===== src/rtl/instr_encode_loader_if.sv =====
// Request and instruction-memory write channels of instr_encode_loader.
//   in_valid/in_ready  : request handshake, transfer when both high
//   in_cls..in_imm     : structured instruction request fields
//   imem_we/imem_ready : write handshake, transfer when both high
//   imem_addr          : word-aligned byte address of the write
//   imem_wdata         : encoded RV32I word
// Modport slave is the loader's view; master is the requester/memory side.
interface instr_encode_loader_if;
   logic        in_valid;
   logic        in_ready;
   logic [3:0]  in_cls;
   logic [2:0]  in_func3;
   logic        in_func7;
   logic [4:0]  in_rd;
   logic [4:0]  in_rs1;
   logic [4:0]  in_rs2;
   logic [31:0] in_imm;
   logic        imem_we;
   logic        imem_ready;
   logic [31:0] imem_addr;
   logic [31:0] imem_wdata;

   modport slave (
      input  in_valid, in_cls, in_func3, in_func7, in_rd, in_rs1, in_rs2, in_imm, imem_ready,
      output in_ready, imem_we, imem_addr, imem_wdata
   );

   modport master (
      output in_valid, in_cls, in_func3, in_func7, in_rd, in_rs1, in_rs2, in_imm, imem_ready,
      input  in_ready, imem_we, imem_addr, imem_wdata
   );
endinterface


===== src/rtl/instr_encode_loader.sv =====
// Packs structured RV32I instruction requests into 32-bit words and writes them
// sequentially into instruction memory, one session at a time.
// Ports:
//   i_clk            : clock, rising edge
//   i_rst            : synchronous active-high reset
//   i_start          : pulse, opens a load session (IDLE only)
//   i_finish         : pulse, closes the session once the buffer drains (LOAD/FULL only)
//   bus              : request and imem write channels (slave modport)
//   o_busy           : state != IDLE
//   o_done           : one-cycle pulse while in DONE
//   o_err            : sticky, an illegal request was seen this session
//   o_words_written  : completed memory writes this session
module instr_encode_loader #(
   parameter logic [31:0] BASE_ADDR = 32'h0000_0000,
   parameter int unsigned DEPTH     = 256
) (
   input  logic                  i_clk,
   input  logic                  i_rst,
   input  logic                  i_start,
   input  logic                  i_finish,
   instr_encode_loader_if.slave  bus,
   output logic                  o_busy,
   output logic                  o_done,
   output logic                  o_err,
   output logic [15:0]           o_words_written
);

   localparam logic [15:0] LastCnt = 16'(DEPTH - 1);

   typedef enum logic [2:0] {StIdle, StLoad, StFull, StDrain, StDone} state_t;

   state_t      r_state;
   logic        r_buf_valid;
   logic [31:0] r_buf_data;
   logic [31:0] r_addr;
   logic [15:0] r_cnt;
   logic [15:0] r_words;
   logic        r_err;

   logic        w_legal;
   logic [31:0] w_enc;
   logic        w_accept;
   logic        w_xfer;

   // Single-entry buffer: a new word may enter in the same cycle the old one leaves.
   assign bus.in_ready   = (r_state == StLoad) && (!r_buf_valid || bus.imem_ready);
   assign w_accept       = bus.in_valid && bus.in_ready;
   assign w_xfer         = r_buf_valid && bus.imem_ready;
   assign bus.imem_we    = r_buf_valid;
   assign bus.imem_addr  = r_addr;
   assign bus.imem_wdata = r_buf_data;

   assign o_busy          = (r_state != StIdle);
   assign o_done          = (r_state == StDone);
   assign o_err           = r_err;
   assign o_words_written = r_words;

   always_comb begin
      w_legal = 1'b1;
      w_enc   = '0;
      case (bus.in_cls)
         4'd0: w_enc = {1'b0, bus.in_func7, 5'b0, bus.in_rs2, bus.in_rs1, bus.in_func3, bus.in_rd,
                        7'h33};
         4'd1: begin
            // Shift-immediates carry the SRA/SRL select in bit 30 and a 5-bit shamt.
            if (bus.in_func3 == 3'b001 || bus.in_func3 == 3'b101) begin
               w_enc = {1'b0, bus.in_func7, 5'b0, bus.in_imm[4:0], bus.in_rs1, bus.in_func3,
                        bus.in_rd, 7'h13};
            end else begin
               w_enc = {bus.in_imm[11:0], bus.in_rs1, bus.in_func3, bus.in_rd, 7'h13};
            end
         end
         4'd2: w_enc = {bus.in_imm[11:0], bus.in_rs1, bus.in_func3, bus.in_rd, 7'h03};
         4'd3: w_enc = {bus.in_imm[11:5], bus.in_rs2, bus.in_rs1, bus.in_func3, bus.in_imm[4:0],
                        7'h23};
         4'd4: begin
            w_legal = (bus.in_func3[2:1] != 2'b01);
            w_enc   = {bus.in_imm[12], bus.in_imm[10:5], bus.in_rs2, bus.in_rs1, bus.in_func3,
                       bus.in_imm[4:1], bus.in_imm[11], 7'h63};
         end
         4'd5: w_enc = {bus.in_imm[31:12], bus.in_rd, 7'h37};
         4'd6: w_enc = {bus.in_imm[31:12], bus.in_rd, 7'h17};
         4'd7: w_enc = {bus.in_imm[20], bus.in_imm[10:1], bus.in_imm[11], bus.in_imm[19:12],
                        bus.in_rd, 7'h6F};
         4'd8: w_enc = {bus.in_imm[11:0], bus.in_rs1, 3'b000, bus.in_rd, 7'h67};
         default: w_legal = 1'b0;
      endcase
   end

   always_ff @(posedge i_clk) begin
      if (i_rst) begin
         r_state     <= StIdle;
         r_buf_valid <= 1'b0;
         r_buf_data  <= '0;
         r_addr      <= BASE_ADDR;
         r_cnt       <= '0;
         r_words     <= '0;
         r_err       <= 1'b0;
      end else begin
         if (w_xfer) begin
            r_addr  <= r_addr + 32'd4;
            r_words <= r_words + 16'd1;
         end
         if (w_accept && w_legal) begin
            r_buf_valid <= 1'b1;
            r_buf_data  <= w_enc;
            r_cnt       <= r_cnt + 16'd1;
         end else if (w_xfer) begin
            r_buf_valid <= 1'b0;
         end
         // Illegal requests complete the handshake but are dropped.
         if (w_accept && !w_legal) begin
            r_err <= 1'b1;
         end
         case (r_state)
            StIdle: begin
               if (i_start) begin
                  r_state <= StLoad;
                  r_addr  <= BASE_ADDR;
                  r_cnt   <= '0;
                  r_words <= '0;
                  r_err   <= 1'b0;
               end
            end
            StLoad: begin
               if (i_finish) begin
                  r_state <= StDrain;
               end else if (w_accept && w_legal && r_cnt == LastCnt) begin
                  r_state <= StFull;
               end
            end
            StFull: begin
               if (i_finish) begin
                  r_state <= StDrain;
               end
            end
            StDrain: begin
               if (!r_buf_valid) begin
                  r_state <= StDone;
               end
            end
            StDone:  r_state <= StIdle;
            default: r_state <= StIdle;
         endcase
      end
   end

endmodule


===== src/flat_wrapper.sv =====
// flat-port wrapper written by rule: the top's interface ports become plain ports
module instr_encode_loader_flat 
#(
   parameter logic [31:0] BASE_ADDR = 32'h0000_0000,
   parameter int unsigned DEPTH     = 256
)
  (i_clk, i_rst, i_start, i_finish, o_busy, o_done, o_err, o_words_written, bus_in_valid, bus_in_cls, bus_in_func3, bus_in_func7, bus_in_rd, bus_in_rs1, bus_in_rs2, bus_in_imm, bus_imem_ready, bus_in_ready, bus_imem_we, bus_imem_addr, bus_imem_wdata);
  instr_encode_loader_if bus_i ();
  input  logic i_clk;
  input  logic i_rst;
  input  logic i_start;
  input  logic i_finish;
  output logic o_busy;
  output logic o_done;
  output logic o_err;
  output logic [15:0] o_words_written;
  input wire logic [$bits(bus_i.in_valid)-1:0] bus_in_valid;
  input wire logic [$bits(bus_i.in_cls)-1:0] bus_in_cls;
  input wire logic [$bits(bus_i.in_func3)-1:0] bus_in_func3;
  input wire logic [$bits(bus_i.in_func7)-1:0] bus_in_func7;
  input wire logic [$bits(bus_i.in_rd)-1:0] bus_in_rd;
  input wire logic [$bits(bus_i.in_rs1)-1:0] bus_in_rs1;
  input wire logic [$bits(bus_i.in_rs2)-1:0] bus_in_rs2;
  input wire logic [$bits(bus_i.in_imm)-1:0] bus_in_imm;
  input wire logic [$bits(bus_i.imem_ready)-1:0] bus_imem_ready;
  output wire logic [$bits(bus_i.in_ready)-1:0] bus_in_ready;
  output wire logic [$bits(bus_i.imem_we)-1:0] bus_imem_we;
  output wire logic [$bits(bus_i.imem_addr)-1:0] bus_imem_addr;
  output wire logic [$bits(bus_i.imem_wdata)-1:0] bus_imem_wdata;
  assign bus_i.in_valid = bus_in_valid;
  assign bus_i.in_cls = bus_in_cls;
  assign bus_i.in_func3 = bus_in_func3;
  assign bus_i.in_func7 = bus_in_func7;
  assign bus_i.in_rd = bus_in_rd;
  assign bus_i.in_rs1 = bus_in_rs1;
  assign bus_i.in_rs2 = bus_in_rs2;
  assign bus_i.in_imm = bus_in_imm;
  assign bus_i.imem_ready = bus_imem_ready;
  assign bus_in_ready = bus_i.in_ready;
  assign bus_imem_we = bus_i.imem_we;
  assign bus_imem_addr = bus_i.imem_addr;
  assign bus_imem_wdata = bus_i.imem_wdata;
  instr_encode_loader #(.BASE_ADDR(BASE_ADDR), .DEPTH(DEPTH)) u_core (.i_clk(i_clk), .i_rst(i_rst), .i_start(i_start), .i_finish(i_finish), .bus(bus_i), .o_busy(o_busy), .o_done(o_done), .o_err(o_err), .o_words_written(o_words_written));
endmodule

===== config.mk =====
export PLATFORM = sky130hd
export DESIGN_NAME = instr_encode_loader_flat
export DESIGN_NICKNAME = d
export VERILOG_FILES = /design/src/rtl/instr_encode_loader_if.sv /design/src/rtl/instr_encode_loader.sv /design/src/flat_wrapper.sv
export SDC_FILE = /design/constraint.sdc
export NUM_CORES = 1
export LEC_CHECK = 0
export ABC_AREA = 1
export BUFFER_PORTS_ARGS = -buffer_cell sky130_fd_sc_hd__buf_4
export CAP_MARGIN = 20
export CORE_MARGIN = 3
export CORE_UTILIZATION = 57
export CTS_CLUSTER_SIZE = 8
export DETAILED_ROUTE_END_ITERATION = 7
export PLACE_DENSITY = 0.95
export SLEW_MARGIN = 20
export SYNTH_ARGS = -nofsm -noshare
export SYNTH_HDL_FRONTEND = slang
export SYNTH_SLANG_ARGS = --single-unit
export TNS_END_PERCENT = 10

===== constraint.sdc =====
create_clock -name i_clk -period 3.7 [get_ports i_clk]
set_input_delay 0.37 -clock i_clk [delete_from_list [all_inputs] [get_ports i_clk]]
set_output_delay 0.37 -clock i_clk [all_outputs]
set_load 0.01 [all_outputs]

== Word level (Yosys, flattened, before mapping) ==
Cells that the tools add are included.

* Add/subtract/negate cells: 3
* $mul: 0
* Div/mod/pow operators: 0
* Magnitude comparators: 0
* Eq/ne operators: 20
* Shifts and indexed selects: 0
* Multiplexer cells: 23
* Bitwise operators: 0
* Reduce and logical (&&, ||, !) cells: 16

{| class="wikitable"
|+ Operators by type and width
! operator !! number
|-
| 32-bit case mux with 9 select lines || 1
|-
| 32-bit two-way mux || 4
|-
| 16-bit two-way mux || 6
|-
| 16-bit by 1-bit adder with 16-bit output (second input constant) || 2
|-
| 32-bit by 3-bit adder with 32-bit output (second input constant) || 1
|-
| 16-bit by 8-bit equality test with 1-bit output (second input constant) || 1
|-
| 4-bit by 3-bit equality test with 1-bit output (second input constant) || 4
|-
| 3-bit two-way mux || 5
|-
| 3-bit case mux with 4 select lines || 1
|-
| 4-bit by 2-bit equality test with 1-bit output (second input constant) || 2
|-
| 8-bit OR reduction || 1
|-
| 3-bit by 1-bit equality test with 1-bit output (second input constant) || 2
|-
| 3-bit by 2-bit equality test with 1-bit output (second input constant) || 2
|-
| 3-bit equality test (second input constant) || 2
|-
| 1-bit logical AND || 6
|-
| 2-bit inequality test (second input constant) || 3
|-
| 1-bit two-way mux || 5
|-
| 4-bit by 1-bit equality test with 1-bit output (second input constant) || 1
|-
| 4-bit equality test (second input constant) || 1
|-
| 4-bit zero test || 1
|-
| 4-bit AND reduction || 1
|-
| 3-bit zero test || 1
|-
| 3-bit inequality test (second input constant) || 1
|-
| 3-bit nonzero test || 1
|-
| other kinds (5) || 7
|}

* Flip-flop bits (word level): 101
* Bits in latches: 0
* Bits in writable memories: 0
* Bits in read-only memories: 0
* Input bits: 61
* Logic and storage cells: 69
* Memories kept: 0

== Longest topological paths before layout ==
Gate-level depths: netlist of the first run.

* Depth after elaboration: 9
* Depth in mapped cells: 11

== Least setup slack after synthesis of the first run ==
No wires, ideal clock.

* Kind: reg2reg
* Start point: register u_core.r_addr[3] (netlist: u_core.bus.imem_addr[3])
* End point: register u_core.r_addr[26] (netlist: u_core.bus.imem_addr[26])
* Setup time: 0.117 ns
* Data arrival time: 1.440 ns
* Setup slack: 2.143 ns
* Stages on the path, launching flop included: 11
* Buffers on the path: 0
* Clock period less this slack: 1.557 ns
* Cell sequence: dfxtp_1 -> ha_1 -> nand3_1 -> nor2_2 -> nand2_2 -> nor2_4 -> nand2_2 -> nor2_4 -> nand3_1 -> nand2_1 -> nor2_1

* Longest elaborated chain between the ends: 4

{| class="wikitable"
|+ RTL lines
! element !! line !! RTL
|-
| from (decl) || instr_encode_loader.sv:35 || <nowiki>logic [31:0] r_addr;</nowiki>
|-
| from (signal assigned) || instr_encode_loader.sv:101 || <nowiki>r_addr <= r_addr + 32'd4;</nowiki>
|-
| 32-bit by 3-bit adder with 32-bit output * || instr_encode_loader.sv:101 ||
|-
| 32-bit two-way mux * || instr_encode_loader.sv:100 || <nowiki>if (w_xfer) begin</nowiki>
|-
| 32-bit two-way mux || instr_encode_loader.sv:117 || <nowiki>if (i_start) begin</nowiki>
|-
| 32-bit two-way mux * || instr_encode_loader.sv:115 || <nowiki>case (r_state)</nowiki>
|}

Every way passes the cells marked *; elsewhere a longest branch is shown, timed or not.
A chain may end at the register's enable or synchronous reset.

== Final worst setup path of the first run ==
* Start point: register u_core.r_state[2]
* End point: register u_core.r_addr[6] (netlist: u_core.bus.imem_addr[6])

* Longest elaborated chain between the ends: 2

{| class="wikitable"
|+ RTL lines
! element !! line !! RTL
|-
| from (decl) || instr_encode_loader.sv:32 || <nowiki>state_t r_state;</nowiki>
|-
| from (signal assigned) || instr_encode_loader.sv:92 || <nowiki>r_state <= StIdle;</nowiki>
|-
| from (signal assigned) || instr_encode_loader.sv:118 || <nowiki>r_state <= StLoad;</nowiki>
|-
| from (signal assigned) || instr_encode_loader.sv:127 || <nowiki>r_state <= StDrain;</nowiki>
|-
| 3-bit zero test || instr_encode_loader.sv:115 ||
|-
| 32-bit two-way mux || instr_encode_loader.sv:115 ||
|}

No other way between the ends.

==> impl_metrics.json, run 1 <==
{
  "place_area_um2": 6210,
  "rsz0062_at_grt": "false",
  "setup_ws_ns": 1.37,
  "synth.cell_area_um2": 5160,
  "wl_mm": 13.3,
  "tightestPinTransition_ns": 1.05,
  "clock_skew_ns": 0.00999,
  "critPathMaxFanout": 35,
  "clk_latency_ns": 0.36,
  "multi_input_area_um2": 2700,
  "portBuffers": 143,
  "use_met3": 0.0318,
  "grt_usage": 0.257,
  "min_path_type": "input port to register",
  "wl_per_cell_um": 12.9,
  "synthFlopType": "dfxtp_1",
  "async_flop_share": 0,
  "avgSynthCellArea_um2": 6.63,
  "final_common_cell": "nand2_1",
  "synth_top_cell_by_area": "dfxtp_1",
  "power_density_nw_per_um2": 359,
  "drive_above_1_share": 0.226,
  "path_class": "register to register",
  "finalInstanceArea_um2": 6420,
  "slew_violations": 0,
  "cp-end-kind": "register",
  "dieArea_um2": 10200,
  "antenna_found_initial": 0,
  "cts.path.max_buffers": 2,
  "place_congestion": 0.897,
  "tritoncts": "done",
  "dp_slack_ns": 1.37,
  "clkTransAtPathRegs_ns": 0.10,
  "synth_seq_cells": 98,
  "vias_per_cell": 5.29,
  "synth.distinct_cells": 40,
  "period_minus_slack_ns": 2.33,
  "maxCapViolCount": 0,
  "top_usage_layer": "met2",
  "syn_inst": 778,
  "start_kind": "register",
  "cts_buffers": 9,
  "overflow": 0,
  "most-common-layout-cells": "nand2_1 (233), buf_4 (145), nor2_1 (102)",
  "use_met2": 0.443,
  "first_pass_iters": 5,
  "cts.repair_timing.setup_buffer_count": 0,
  "fmax_mhz": 428,
  "rows": 34,
  "start_util": 0.589,
  "vias": 5422,
  "fin_tns_setup_ns": 0,
  "ys_warn_count": 0,
  "first_iter_violations": 309,
  "postLayoutCoreUtil": 0.733,
  "dieWidth_um": 101,
  "yosysSeqAreaShare": 0.380,
  "drc_errors": 0,
  "core_area_um2": 8760,
  "pin_count": 146,
  "netlist.area_leader.share": 0.380,
  "fin_crit_sh": 0.631,
  "die_h_um": 101,
  "n_fill_cell": 723,
  "clock_sinks": 98,
  "power_leakage_nw": 2.86,
  "syn_to_final_growth_pct": 24.6,
  "cts.htree.levels": 3,
  "status": "complete, no violations",
  "use_met1": 0.324,
  "holdBufCountCts": 0,
  "max_slew_margin": 0.302,
  "grt_pass1_wl_mm": 21.9,
  "ctsRootBufferMaster": "clkbuf_8",
  "diodes": 0,
  "grt_max_degree": 39,
  "dp_hpwl_mm": 9.90,
  "grt_pass1_vias": 5039,
  "setup_viol": 0,
  "ant_nets": 0,
  "ir_drop_v": 0.000342,
  "cp.arrival_ns": 2.62,
  "seq_area_um2": 1960,
  "cts_resized": 0,
  "final_nets": 976,
  "hold_viol": 0,
  "synth_area_leaders": "dfxtp_1 (38%), nand2_1 (17%), nor2_1 (7.4%)",
  "synth_edf_count": 0,
  "cp.required_ns": 3.99
}
[cells in the mapped netlist, drive strengths merged, types with 3 or more instances]
cell type and instances:
o21ai 36, inv 86, nand3 46, a21oi 60
nand2 245, nor3 19, nor2 124, ha 3
buf 20, xor2 8, dfxtp 98, a211oi 3
nand4 9, xnor2 4, clkbuf 3
[flip-flops by register name, indices dropped and copies added, names as in the netlist]
| name | cells |
|---|---|
| u_core.r_state | 3 |
| u_core.bus.imem_we | 1 |
| u_core.r_cnt | 16 |
| u_core.bus.imem_addr | 30 |
| u_core.bus.imem_wdata | 31 |
| u_core.o_words_written | 16 |
| u_core.o_err | 1 |
[area by class of cell]
type / count / share of cell area
Tap cell: 108 / 0.0210
Clock buffer: 9 / 0.0193
Clock inverter: 7 / 0.0132
Sequential cell: 98 / 0.305
Inverter: 86 / 0.0510
Multi-Input combinational cell: 572 / 0.421
Timing Repair Buffer: 145 / 0.169
[cells by family after synthesis]
group,count (synthesis),share of synthesized area
AOI/OAI and AO/OA,105,0.108
xor gates and xnor gates,12,0.0204
adders and majority gates,3,0.00728
buffers and inverters,109,0.0973
DFF,98,0.380
other,1,0.000727
and+or+nand+nor,450,0.386
[power breakdown]
part / switching [mW] / leakage (nW) / internal, mW / total [mW]
clock network: 0.404 / 0.0999 / 0.326 / 0.730
logic: 0.278 / 1.97 / 0.177 / 0.455
registers: 0.0314 / 0.791 / 1.09 / 1.12
[critical path: stages (launching register included)]
cell     delay, ns
dfxtp_1       0.44
inv_1         0.11
nand3_1       0.15
o21ai_2       0.06
buf_4         0.23
inv_1         0.79
o21ai_0       0.26
a21oi_1       0.20
[stage by stage]
| step | instances | power (mW) | hold WS, ns |
|---|---|---|---|
| after global placement | 1009 | 1.58 | 0.449 |
| after CTS | 1025 | 2.31 | 0.329 |
| after detailed placement | 1009 | 1.59 | 0.454 |
| after floorplan | 779 | 1.45 | 0.435 |
| after global routing | 1025 | 2.41 | 0.356 |
| final | 1025 | 2.31 | 0.339 |
[routing by layer]
layer	vias to the layer above	wire length, um
met3	38	671
li1	2726	-
met1	2459	5600
met5	-	0
met2	199	6620
met4	0	372
[final timing paths]
path | startpoint | endpoint | slack, ns | depth (start not counted)
setup / recovery | u_core.r_state[2] | u_core.bus.imem_addr[6] | 1.37 | 7
hold / removal | bus_imem_ready | u_core.bus.imem_we | 0.34 | 4
hold reg to reg | u_core.r_cnt[5] | u_core.r_cnt[5] | 0.47 | 2
setup reg to reg | u_core.r_state[2] | u_core.bus.imem_addr[6] | 1.37 | 7
No activity file was read; power rests on OpenSTA's default activity.
==> inputs of run 2 (changes only) <==
Settings changed: ABC_AREA 1 to 0, CORE_UTILIZATION 57 to 53, PLACE_DENSITY 0.95 to 0.9.
Clock period 3.7 ns to 2.3 ns, I/O delays scaled along.
==> run 2 against run 1 <==
Net effect:
- global-route usage decreased by 0.31 points
- core utilization decreased by 4.0 points
- register-to-register slack got worse by 1.0 ns
- largest cell class unchanged
- via count decreased by 0.22%
- largest power group unchanged
==> impl_metrics.json, run 2 <==
{
  "status": "complete, no violations",
  "synth_seq_cells": 98,
  "reg2reg_depth": 5,
  "rows": 35,
  "fin_crit_sh": 0.841,
  "maxCapViolCount": 0,
  "dieArea_um2": 11100,
  "final_nets": 814,
  "dieWidth_um": 105,
  "timing.rr.end": "u_core.bus.imem_addr[22]",
  "ir_drop_v": 0.000420,
  "grt_pass1_wl_mm": 23.8,
  "core_area_um2": 9420,
  "synth.cell_area_um2": 5210,
  "vias_per_cell": 6.13,
  "first_pass_iters": 7,
  "syn_to_final_growth_pct": 25.2,
  "synth_area_leaders": "dfxtp_1 (38%), a21oi_1 (6.5%), nand3_1 (3.8%)",
  "synth_edf_count": 0,
  "postLayoutCoreUtil": 0.693,
  "power_density_nw_per_um2": 556,
  "path_class": "register to register",
  "hold_viol": 0,
  "rr_startpoint": "u_core.bus.imem_addr[2]",
  "async_flop_share": 0,
  "p_seq_frac": 0.497,
  "cts.repair_timing.setup_buffer_count": 0,
  "netlist.area_leader.share": 0.377,
  "p_comb_frac": 0.197,
  "ys_warn_count": 0,
  "vias": 5410,
  "place_congestion": 0.877,
  "cp.required_ns": 2.60,
  "synthFlopType": "dfxtp_1",
  "synth.distinct_cells": 58,
  "most-common-layout-cells": "buf_4 (159), dfxtp_1 (98), a21oi_1 (68)",
  "yosys.cell_count.top_type": "dfxtp_1",
  "setup_viol": 0,
  "cts.htree.levels": 3,
  "grt_usage": 0.254,
  "first_iter_violations": 325,
  "finalInstanceArea_um2": 6520,
  "hold_depth": 3,
  "syn_inst": 631,
  "rsz0062_at_grt": "false",
  "cts_resized": 0,
  "clock_sinks": 98,
  "start_util": 0.553,
  "drc_errors": 0,
  "grt_pass1_vias": 5118,
  "wl_mm": 14.5,
  "start_kind": "register",
  "synthTopCellsByCount": "dfxtp_1 (98), a21oi_1 (68), nand2_1 (46)",
  "cts.path.max_buffers": 2,
  "overflow": 0,
  "fmax_mhz": 517,
  "worstHoldStart": "bus_in_imm[10]",
  "power_leakage_nw": 2.45,
  "cp.arrival_ns": 2.23,
  "rrSetupSlack_ns": 0.37,
  "period_minus_slack_ns": 1.93,
  "portBuffers": 143,
  "final_common_cell": "buf_4",
  "antenna_found_initial": 0,
  "cp-end-kind": "register",
  "die_h_um": 105,
  "place_area_um2": 6330,
  "yosysSeqAreaShare": 0.377,
  "dp_hpwl_mm": 10.4,
  "fin_tns_setup_ns": 0,
  "drive_above_1_share": 0.253,
  "tightestPinTransition_ns": 0.601,
  "holdBufCountCts": 0,
  "slew_violations": 0,
  "clock_skew_ns": 0.0114,
  "synth_top_cell_by_area": "dfxtp_1",
  "min_path_type": "input port to register",
  "tritoncts": "done",
  "wl_per_cell_um": 16.4,
  "diodes": 0,
  "grt_max_degree": 52,
  "clk_latency_ns": 0.36,
  "avgSynthCellArea_um2": 8.25,
  "internal_power_mw": 2.57,
  "switching_share": 0.291,
  "clkTransAtPathRegs_ns": 0.10,
  "clock_power_share": 0.305,
  "pin_count": 146,
  "largest_register_ffs": 31,
  "holdPathEnd": "u_core.bus.imem_wdata[30]",
  "max_slew_margin": 0.594,
  "ant_nets": 0,
  "p_sw_mw": 1.06,
  "cts_buffers": 9,
  "ctsRootBufferMaster": "clkbuf_8",
  "critPathMaxFanout": 9
}
[run 2: cell count changes after synthesis, moves of 11 or more]
cell / change
a311oi_1: +11
nand4_1: +14
or3_1: +25
nor2_1: -71
mux2i_1: +19
clkbuf_1: +28
inv_1: -71
nor4_1: +11
nor2_2: -11
nand2_1: -187
o31ai_1: +15
a211oi_1: +11
or4_1: +16
[run 2: logic make-up (layout without fill, tap and decap cells)]
family / Yosys count / in the layout / synth area share
and+or+nand+nor: 243 / 243 / 0.258
buffers and inverters: 62 / 184 / 0.0531
muxes: 23 / 23 / 0.0452
other: 1 / 2 / 0.000720
xor gates and xnor gates: 23 / 23 / 0.0387
AOI/OAI and AO/OA: 178 / 178 / 0.220
adders and majority gates: 3 / 3 / 0.00721
DFF: 98 / 98 / 0.377
[run 2: metal layers]
metal,vias up,share of wire,track usage
met3,25,0.064,0.0432
li1,2604,-,-
met2,217,0.50,0.437
met4,0,0.018,0.0843
met5,-,0,0
met1,2564,0.41,0.323
[run 2: how the worst max path moves through the flow]
stage / start / end / slack [ns]
after floorplan: u_core.bus.imem_addr[2] / u_core.bus.imem_addr[20] / 0.47
after global placement: bus_in_cls[0] / u_core.bus.imem_wdata[24] / 0.35
after detailed placement: bus_in_cls[0] / u_core.bus.imem_wdata[31] / 0.21
after CTS: u_core.bus.imem_addr[2] / u_core.bus.imem_addr[22] / 0.37
after global routing: u_core.bus.imem_addr[10] / u_core.bus.imem_addr[22] / 0.20
final: u_core.bus.imem_addr[2] / u_core.bus.imem_addr[22] / 0.37
[run 2: cell type report]
class / instances / area (um^2)
Clock inverter: 5 / 63.8
Multi-Input combinational cell: 472 / 2980
Clock buffer: 10 / 128
Fill cell: 746 / 2890
Inverter: 10 / 37.5
Timing Repair Buffer: 159 / 1190
Tap cell: 129 / 161
Sequential cell: 98 / 1960
[run 2: critical path, cell delays in order (launching register included)]
cell	delay, ns
dfxtp_1	0.43
ha_1	0.22
nand2_1	0.13
or3_1	0.50
or4_1	0.44
a21oi_1	0.15
[run 2: through the flow]
step / instances / hold slack, ns / total power, mW / worst slack [ns]
after floorplan: 632 / 0.388 / 2.26 / 0.471
after global placement: 868 / 0.456 / 2.52 / 0.352
after detailed placement: 868 / 0.463 / 2.55 / 0.209
after CTS: 883 / 0.148 / 3.64 / 0.373
after global routing: 883 / 0.184 / 3.79 / 0.204
final: 883 / 0.157 / 3.63 / 0.367
[run 2: power by group through the flow]
stage	registers [mW]	logic, mW	clock network (mW)
floorplan	1.84	0.426	0
global placement	1.84	0.683	0
detailed placement	1.84	0.704	0
CTS	1.80	0.709	1.13
global route	1.81	0.778	1.20
finish	1.80	0.716	1.11
==> inputs of run 3 (changes only) <==
Clock period 2.3 ns to 1.8 ns, I/O delays scaled along.
==> run 3 against run 2 <==
Net effect:
- via count up 4.9%
- clock skew up 0.0045 ns
- first-iteration DRC count up 33%
- sequential power up 27%
- clock-buffer cell count down 1
- final area up 6.1%
- wire length up 7.9%
- flip-flop and latch count unchanged
- setup slack worse by 0.30 ns
==> impl_metrics.json, run 3 (synthesis gave the netlist of run 2 again) <==
{
  "clkTransAtPathRegs_ns": 0.11,
  "dp_slack_ns": 0.0220,
  "seq_area_um2": 1970,
  "cts.htree.levels": 3,
  "path_class": "register to register",
  "grt_usage": 0.271,
  "rr_startpoint": "u_core.bus.imem_addr[3]",
  "grt_pass1_vias": 5324,
  "reg2reg_depth": 5,
  "min_path_type": "input port to register",
  "start_util": 0.553,
  "tightestPinTransition_ns": 0.598,
  "power_leakage_nw": 2.68,
  "slew_violations": 0,
  "clock_sinks": 98,
  "cp.required_ns": 2.11,
  "status": "complete, no violations",
  "holdBufCountCts": 0,
  "start_kind": "register",
  "diodes": 0,
  "period_minus_slack_ns": 1.73,
  "fin_hold_ws_ns": 0.0728,
  "critPathMaxFanout": 10,
  "wl_per_cell_um": 16.9,
  "rows": 35,
  "cp-end-kind": "register",
  "power_density_nw_per_um2": 681,
  "crit_end": "u_core.bus.imem_addr[23]",
  "p_sw_mw": 1.47,
  "syn_to_final_growth_pct": 32.9,
  "critPathLaunch": "u_core.bus.imem_addr[3]",
  "clock_power_share": 0.293,
  "clk_latency_ns": 0.37,
  "final_nets": 854,
  "grt_max_degree": 39,
  "ir_drop_v": 0.000467,
  "place_congestion": 0.895,
  "hold_viol": 0,
  "first_iter_violations": 433,
  "most-common-layout-cells": "buf_4 (194), dfxtp_1 (96), a21oi_1 (67)",
  "core_area_um2": 9420,
  "setup_viol": 0,
  "switching_share": 0.311,
  "fmax_mhz": 578,
  "maxCapViolCount": 0,
  "drc_errors": 0,
  "die_h_um": 105,
  "ctsRootBufferMaster": "clkbuf_8",
  "rsz0062_at_grt": "true",
  "clock_skew_ns": 0.0159,
  "place_area_um2": 6700,
  "multi_input_area_um2": 3020,
  "final_common_cell": "buf_4",
  "overflow": 0,
  "pin_count": 146,
  "cp.arrival_ns": 2.03,
  "vias": 5673,
  "drive_above_1_share": 0.306,
  "worstHoldStart": "i_rst",
  "p_total_mw": 4.72,
  "cts.path.max_buffers": 2,
  "rrSetupSlack_ns": 0.07,
  "dieWidth_um": 105,
  "cts_buffers": 9,
  "finalInstanceArea_um2": 6920,
  "p_comb_frac": 0.223,
  "largest_register_ffs": 31,
  "first_pass_iters": 5,
  "tritoncts": "done",
  "postLayoutCoreUtil": 0.735,
  "ant_nets": 0,
  "antenna_found_initial": 0,
  "fin_crit_sh": 0.960,
  "internal_power_mw": 3.25,
  "portBuffers": 143,
  "p_seq_frac": 0.484,
  "wl_mm": 15.6,
  "setup_ws_ns": 0.0712,
  "n_fill_cell": 676,
  "vias_per_cell": 6.14,
  "grt_pass1_wl_mm": 25.2,
  "max_slew_margin": 0.601,
  "dieArea_um2": 11100,
  "timing.rr.end": "u_core.bus.imem_addr[23]",
  "dp_hpwl_mm": 11.1
}
==> run 3: layout make-up <==
cell class,count,area share
flip-flops and latches,98,0.284
inverters,10,0.00542
multi-input cells,472,0.436
clock buffers,9,0.0179
well taps,129,0.0233
clock inverters,7,0.00868
repair buffers,199,0.225
==> run 3: what timing repair did <==
action,CTS,global route
gates resized for setup,2,7
endpoints found under the setup margin,2,17
pin swaps,0,3
setup buffers,0,0
==> run 3: worst min-delay path by stage <==
stage	to	slack, ns	cells past startpoint
after floorplan	u_core.r_state[1]	0.34	2
after global placement	u_core.bus.imem_we	0.45	2
after detailed placement	u_core.bus.imem_we	0.46	2
after CTS	u_core.bus.imem_we	0.05	2
after global routing	u_core.bus.imem_we	0.08	2
final	u_core.bus.imem_we	0.07	2
==> run 3: power by group through the flow <==
stage	clock (mW)	combinational (mW)	sequential [mW]
after CTS	1.39	1.03	2.28
final	1.38	1.05	2.28
after floorplan	0	0.545	2.35
after detailed placement	0	1.03	2.33
after global routing	1.50	1.13	2.29
after global placement	0	0.996	2.33
==> run 3: per-layer routing <==
metal / up-vias / wire length (um) / share of wire / global-route usage
met5: - / 0 / 0 / 0
met4: 0 / 388 / 0.025 / 0.109
met3: 33 / 883 / 0.057 / 0.0371
met2: 233 / 7830 / 0.50 / 0.452
met1: 2716 / 6490 / 0.42 / 0.354
li1: 2691 / - / - / -
==> run 3: worst max-delay path, cell delays in order, from the launching register on <==
cell	delay [ns]
dfxtp_2	0.35
buf_4	0.13
nand3_1	0.11
or3_4	0.47
or4_4	0.44
a21oi_2	0.16
==> run 3: per-stage QoR <==
step / cells / TNS (ns)
3_3_place_gp: 908 / 0
5_1_grt: 924 / -0.000610
6_report: 924 / 0
3_5_place_dp: 908 / 0
2_1_floorplan: 632 / 0
4_1_cts: 924 / 0
